[config.mk]
export PLATFORM = sky130hd
export DESIGN_NAME = fp_share_arb
export DESIGN_NICKNAME = d
export VERILOG_FILES = /design/src/rtl/fp_share_arb_pkg.sv /design/src/rtl/fp_share_arb_rr_pick.sv /design/src/rtl/fp_share_arb.sv
export SDC_FILE = /design/constraint.sdc
export NUM_CORES = 1
export LEC_CHECK = 0
export CAP_MARGIN = 20
export CORE_AREA = 4 4 157 159
export DETAILED_ROUTE_END_ITERATION = 8
export DIE_AREA = 0 0 161 163
export HOLD_SLACK_MARGIN = 0.15
export PLACE_DENSITY_LB_ADDON = 0.12
export SLEW_MARGIN = 20
export SYNTH_ARGS = -nofsm -noshare
export SYNTH_HDL_FRONTEND = slang
export SYNTH_SLANG_ARGS = --single-unit
[constraint.sdc]
create_clock -name clock -period 5.5 [get_ports clock]
set_clock_uncertainty 0.1 [all_clocks]
set_input_delay 1.65 -clock clock [delete_from_list [all_inputs] [get_ports clock]]
set_output_delay 1.65 -clock clock [all_outputs]
set_load 0.05 [all_outputs]
[src/rtl/fp_share_arb_pkg.sv]
// Shared types for the fp_unit port arbiter: fp_unit request/response
// records, arbiter state encoding and the registered response record.
package fp_share_arb_pkg;

    // Widest requester tag the response record can carry.
    localparam int unsigned FP_ARB_IDW_MAX = 16;

    typedef enum logic [3:0] {
        FP_OP_ADD  = 4'd0,
        FP_OP_SUB  = 4'd1,
        FP_OP_MUL  = 4'd2,
        FP_OP_DIV  = 4'd3,
        FP_OP_SQRT = 4'd4,
        FP_OP_FMA  = 4'd5,
        FP_OP_CMP  = 4'd6,
        FP_OP_CVT  = 4'd7
    } fp_op_type;

    typedef struct packed {
        logic [31:0] data1;
        logic [31:0] data2;
        logic [31:0] data3;
        fp_op_type   op;
        logic [1:0]  fmt;
        logic [2:0]  rm;
        logic        enable;
    } fp_exe_in_type;

    typedef struct packed {
        logic [31:0] result;
        logic [4:0]  flags;   // NV,DZ,OF,UF,NX
        logic        ready;
    } fp_exe_out_type;

    typedef enum logic [1:0] {
        FP_ARB_IDLE  = 2'd0,
        FP_ARB_ISSUE = 2'd1,
        FP_ARB_WAIT  = 2'd2
    } fp_arb_state_type;

    typedef struct packed {
        logic [31:0]               result;
        logic [4:0]                flags;
        logic [FP_ARB_IDW_MAX-1:0] id;
    } fp_arb_rsp_type;

    // Requesters' enable bits carry no meaning; the arbiter owns the pulse.
    function automatic fp_exe_in_type fp_arb_strip_enable(input fp_exe_in_type op);
        fp_exe_in_type r;
        r        = op;
        r.enable = 1'b0;
        return r;
    endfunction

endpackage

[src/rtl/fp_share_arb_rr_pick.sv]
// Combinational round-robin pick: first set request at or after ptr,
// wrapping modulo NREQ. Produces a one-hot grant and its index.
import fp_share_arb_pkg::*;

module fp_rr_pick #(
    parameter int unsigned NREQ = 2
) (
    input  logic [NREQ-1:0]         req,
    input  logic [$clog2(NREQ)-1:0] ptr,
    output logic [NREQ-1:0]         grant,
    output logic [$clog2(NREQ)-1:0] idx
);

    localparam int unsigned IDXW = $clog2(NREQ);

    logic [IDXW-1:0] cand;
    logic            found;

    // Scan from ptr upward; the first pending request wins.
    always_comb begin
        grant = '0;
        idx   = '0;
        found = 1'b0;
        cand  = '0;
        for (int unsigned k = 0; k < NREQ; k++) begin
            cand = IDXW'((32'(ptr) + k) % NREQ);
            if (!found && req[cand]) begin
                found       = 1'b1;
                grant[cand] = 1'b1;
                idx         = cand;
            end
        end
    end

endmodule

[src/rtl/fp_share_arb.sv]
// Shares one fp_unit port between NREQ requesters. Accepts one operation
// at a time in IDLE, pulses enable for one cycle in ISSUE, then waits in
// WAIT for fp_unit ready and returns the result to the issuing requester.
import fp_share_arb_pkg::*;

module fp_share_arb #(
    parameter int unsigned NREQ = 2,
    parameter int unsigned IDW  = 4
) (
    input  logic                     clock,
    input  logic                     reset,
    input  logic [NREQ-1:0]          req_valid,
    input  fp_exe_in_type            req_op [NREQ],
    input  logic [NREQ-1:0][IDW-1:0] req_id,
    output logic [NREQ-1:0]          req_ready,
    output logic [NREQ-1:0]          rsp_valid,
    output logic [31:0]              rsp_result,
    output logic [4:0]               rsp_flags,
    output logic [IDW-1:0]           rsp_id,
    output fp_exe_in_type            fp_exe_i,
    input  fp_exe_out_type           fp_exe_o,
    output logic                     busy
);

    localparam int unsigned IDXW = $clog2(NREQ);

    fp_arb_state_type state_q, state_d;
    logic [IDXW-1:0]  rr_ptr_q, rr_ptr_d;
    logic [IDXW-1:0]  owner_q, owner_d;
    fp_exe_in_type    op_q, op_d;
    logic [IDW-1:0]   id_q, id_d;
    fp_arb_rsp_type   rsp_q, rsp_d;
    logic [NREQ-1:0]  rsp_valid_q, rsp_valid_d;

    logic [NREQ-1:0]  pick_grant;
    logic [IDXW-1:0]  pick_idx;

    fp_rr_pick #(
        .NREQ (NREQ)
    ) u_pick (
        .req   (req_valid),
        .ptr   (rr_ptr_q),
        .grant (pick_grant),
        .idx   (pick_idx)
    );

    // State register, operation latches and registered response.
    always_ff @(posedge clock) begin
        if (!reset) begin
            state_q     <= FP_ARB_IDLE;
            rr_ptr_q    <= '0;
            owner_q     <= '0;
            op_q        <= '0;
            id_q        <= '0;
            rsp_q       <= '0;
            rsp_valid_q <= '0;
        end else begin
            state_q     <= state_d;
            rr_ptr_q    <= rr_ptr_d;
            owner_q     <= owner_d;
            op_q        <= op_d;
            id_q        <= id_d;
            rsp_q       <= rsp_d;
            rsp_valid_q <= rsp_valid_d;
        end
    end

    // Next-state, accept and response capture; fp_unit ready is only
    // honoured in WAIT since its idle level is stale.
    always_comb begin
        state_d     = state_q;
        rr_ptr_d    = rr_ptr_q;
        owner_d     = owner_q;
        op_d        = op_q;
        id_d        = id_q;
        rsp_d       = rsp_q;
        rsp_valid_d = '0;
        req_ready   = '0;
        unique case (state_q)
            FP_ARB_IDLE: begin
                if (reset && (|req_valid)) begin
                    req_ready = pick_grant;
                    owner_d   = pick_idx;
                    op_d      = fp_arb_strip_enable(req_op[pick_idx]);
                    id_d      = req_id[pick_idx];
                    state_d   = FP_ARB_ISSUE;
                end
            end
            FP_ARB_ISSUE: begin
                state_d = FP_ARB_WAIT;
            end
            FP_ARB_WAIT: begin
                if (fp_exe_o.ready) begin
                    rsp_d.result         = fp_exe_o.result;
                    rsp_d.flags          = fp_exe_o.flags;
                    rsp_d.id             = FP_ARB_IDW_MAX'(id_q);
                    rsp_valid_d[owner_q] = 1'b1;
                    rr_ptr_d             = IDXW'((32'(owner_q) + 32'd1) % NREQ);
                    state_d              = FP_ARB_IDLE;
                end
            end
            default: begin
                state_d = FP_ARB_IDLE;
            end
        endcase
    end

    // Latched op goes out every cycle; enable only during ISSUE.
    always_comb begin
        fp_exe_i        = op_q;
        fp_exe_i.enable = (state_q == FP_ARB_ISSUE);
    end

    assign busy       = (state_q != FP_ARB_IDLE);
    assign rsp_valid  = rsp_valid_q;
    assign rsp_result = rsp_q.result;
    assign rsp_flags  = rsp_q.flags;
    assign rsp_id     = IDW'(rsp_q.id);

endmodule
==> results.md <==
Status
* **status** finished clean

Clock tree
* **Inserted Clock Buffers** 17
* **hold-fix buffers at CTS** 0
* **number of gates resized after CTS** 0
* **H-tree levels** 4
* **CTS sink count** 156
* **clock latency reported for the late side of the worst-skew pair** 0.42 ns
* **clock tree from TritonCTS** built
* **number of buffers added for setup after CTS** 0
* **clock-pin slew reported for the worst setup and hold paths after clock tree synthesis** 0.06 ns
* **maximum root-to-sink buffer count** 2
* **CTS Root Cell** sky130_fd_sc_hd__clkbuf_16

Global routing
* **number of global-route vias before repair** 6063
* **maximum number of pins on one net before global-route repair** 125
* **remaining global-route overflow** 0
* **global-route wire length before repair** 34400 um
* **antenna violations before repair** 0
* **GRT Total Usage** 17.0%

Routing
* **Final ANT Viol Nets** 0
* **count of routing violations after the opening detailed-route iteration** 242
* **final WL** 23100 um
* **Pre-antenna DRT Iters** 4
* **via total after detailed routing** 6103
* **Post-route DRC** 0
* **Avg WL per Cell** 16.5 um
* **highest metal used** met4
* **Post-Route M1 WL** 8640 um
* **routed via count divided by cell count** 4.37
* **metal3 WL** 2240 um
* **WL met2** 11700 um

Logic synthesis
* **average instance area after synthesis** 9.35 sq um
* **most common cell in the netlist** sky130_fd_sc_hd__dfxtp_1
* **share of flip-flops with an asynchronous set or reset** 0%
* **total of flip-flops plus latches after synthesis** 156
* **top cells by area, synth** sky130_fd_sc_hd__dfxtp_1 (48%), sky130_fd_sc_hd__mux2i_1 (17%), sky130_fd_sc_hd__nand3_1 (8.5%)
* **number of different library cells in the post-synthesis netlist** 25
* **number of nets in the synthesized netlist** 952
* **Yosys warning count** 0
* **portion of synthesized cell area occupied by the leading cell type** 48.4%
* **fraction of the yosys area taken by sequential cells** 48.4%
* **Main synth FF type** sky130_fd_sc_hd__dfxtp_1
* **library cell with the largest summed area after synthesis** sky130_fd_sc_hd__dfxtp_1
* **area of the mapped netlist** 0.00645 sq mm
* **commonest cells in the synthesized netlist** sky130_fd_sc_hd__dfxtp_1 (156), sky130_fd_sc_hd__mux2i_1 (109), sky130_fd_sc_hd__nand3_1 (109)
* **number of flops mapped to enable cells by yosys** 0
* **post-synthesis instance total** 690

Flow run
* **max cap viols** 0

Worst setup path
* **largest driver fanout on the critical path** 3
* **data required time of the worst path** 3.75 ns
* **Max stage delay cell, worst path** sky130_fd_sc_hd__clkdlybuf4s50_1
* **CP startpoint kind** primary input
* **crit end category** primary output
* **cells along the critical path** clkdlybuf4s50_1, o211ai_4, inv_1, and3_1, buf_12
* **Largest stage delay, worst path** 0.51 ns
* **critical path start-end classification** in -> out
* **Register-to-Register Setup Slack** 2.93 ns
* **arrival time worst endpoint** 2.84 ns

Timing
* **max-slew violation count** 0
* **highest attainable clock frequency** 218 MHz
* **Slew HR** 36.5%
* **Worst-Margin Slew** 0.953 ns
* **final setup violating endpoints** 0
* **hold violation count in the final report** 0
* **unrepaired setup endpoints after global routing** false
* **final worst path period need** 4.59 ns
* **final period utilization** 83.5%
* **smallest hold slack** 0.347 ns
* **Total Negative Setup Slacks** 0 ns

Min path
* **worst hold path type** reg -> reg

Layout
* **share of post-route cells with drive strength above 1** 4.27%
* **Final Cell Area** 0.0113 sq mm
* **Area growth syn-to-layout** 75.0%
* **number of cells in the finished layout apart from fillers** 1397
* **Nets** 1328
* **Antenna diodes** 0

Floorplan
* **effective utilization at floorplan** 27.7%
* **total I/O pin count** 414
* **width of the die** 161 um
* **std cell rows** 56
* **die footprint** 0.0262 sq mm
* **die outline height** 163 um
* **floorplan core area** 0.0233 sq mm

Power
* **static leakage power** 0.00450 uW
* **Power Dens Cells** 314 mW/mm^2
* **maximum ir drop on the vdd rail** 0.000149 V

Placement
* **HPWL after detailed placement** 17200 um
* **count of buffers inserted at the top-level ports** 411
* **number of placed instances with taps included** 1366
* **dpl cell area** 0.0107 sq mm
* **final estimated routing congestion in global placement** 0.726

-- critical path, delay by kind of cell --
family | cells | cell delay [ns]
compound gates | 1 | 0.26
buf+inv | 3 | 0.73
simple gates | 1 | 0.20
-- final timing paths --
| kind | start | to | depth (start not counted) |
|---|---|---|---|
| max | req_valid[1] | req_ready[0] | 5 |
| min reg2reg | owner_q | rsp_valid[0] | 1 |
| min | owner_q | rsp_valid[0] | 1 |
| max reg2reg | rr_ptr_q | fp_exe_i[1] | 5 |
-- area by class of cell --
class	count	area [sq um]
Tap cell	319	399
Fill cell	2350	12000
Clock buffer	19	433
Sequential cell	156	3120
Multi-Input combinational cell	468	2930
Timing Repair Buffer	420	4200
Inverter	3	11.3
Clock inverter	12	188
-- cells by family after synthesis --
family / after synthesis / share of synthesized area [%]
AO/OA/AOI/OAI: 155 / 13.9
buffers and inverters: 66 / 6.36
flip-flops: 156 / 48.4
multiplexers: 109 / 16.9
AND/OR/NAND/NOR: 204 / 14.4
-- placed cells by master, fill, tap and decap left out, types with 2 or more instances in the layout --
master                            netlist  routed
sky130_fd_sc_hd__a21boi_0              41      41
sky130_fd_sc_hd__and2_1                 2       2
sky130_fd_sc_hd__and3_1                 2       2
sky130_fd_sc_hd__buf_12                 0       2
sky130_fd_sc_hd__buf_4                  8       9
sky130_fd_sc_hd__bufinv_16              0       4
sky130_fd_sc_hd__clkbuf_1              23       2
sky130_fd_sc_hd__clkbuf_16              0      17
sky130_fd_sc_hd__clkdlybuf4s50_1        0     408
sky130_fd_sc_hd__clkinvlp_4             0       4
sky130_fd_sc_hd__dfxtp_1              156     156
sky130_fd_sc_hd__inv_1                  2       2
sky130_fd_sc_hd__inv_6                  0       2
sky130_fd_sc_hd__mux2i_1              109     109
sky130_fd_sc_hd__nand2_1               84      84
sky130_fd_sc_hd__nand3_1              109     109
sky130_fd_sc_hd__nor2_2                 2       2
sky130_fd_sc_hd__o21a_1                 2       2
sky130_fd_sc_hd__o21ai_0               19      19
sky130_fd_sc_hd__o21ai_1               91      91
-- power breakdown --
group          internal [uW]  switching [uW]  total, uW
clock network            764             496       1260
logic                    414             582        996
registers               1230            52.1       1290
-- stage by stage --
step                      power [uW]  setup slack (ns)  util, %
after detailed placement        2320             0.794     45.9
after floorplan                 1880              1.11        -
after global placement          2320             0.814     45.9
final                           3540             0.908     48.5
after CTS                       3600             0.916     48.5
after global routing            3710             0.851     48.5
-- metal layers --
metal  up-vias  global-route usage, %
met5         -                      0
met4         0                   5.47
met3        28                   7.52
met2       236                   31.0
met1      2672                   17.5
li1       3167                      -
-- state kept, by name (all words and copies together) (netlist names) --
name / cells
fp_exe_i: 105
id_q: 4
owner_q: 1
rr_ptr_q: 1
rsp_flags: 5
rsp_id: 4
rsp_result: 32
rsp_valid: 2
state_q: 2
Note: power is estimated with default switching activity, not from simulation.
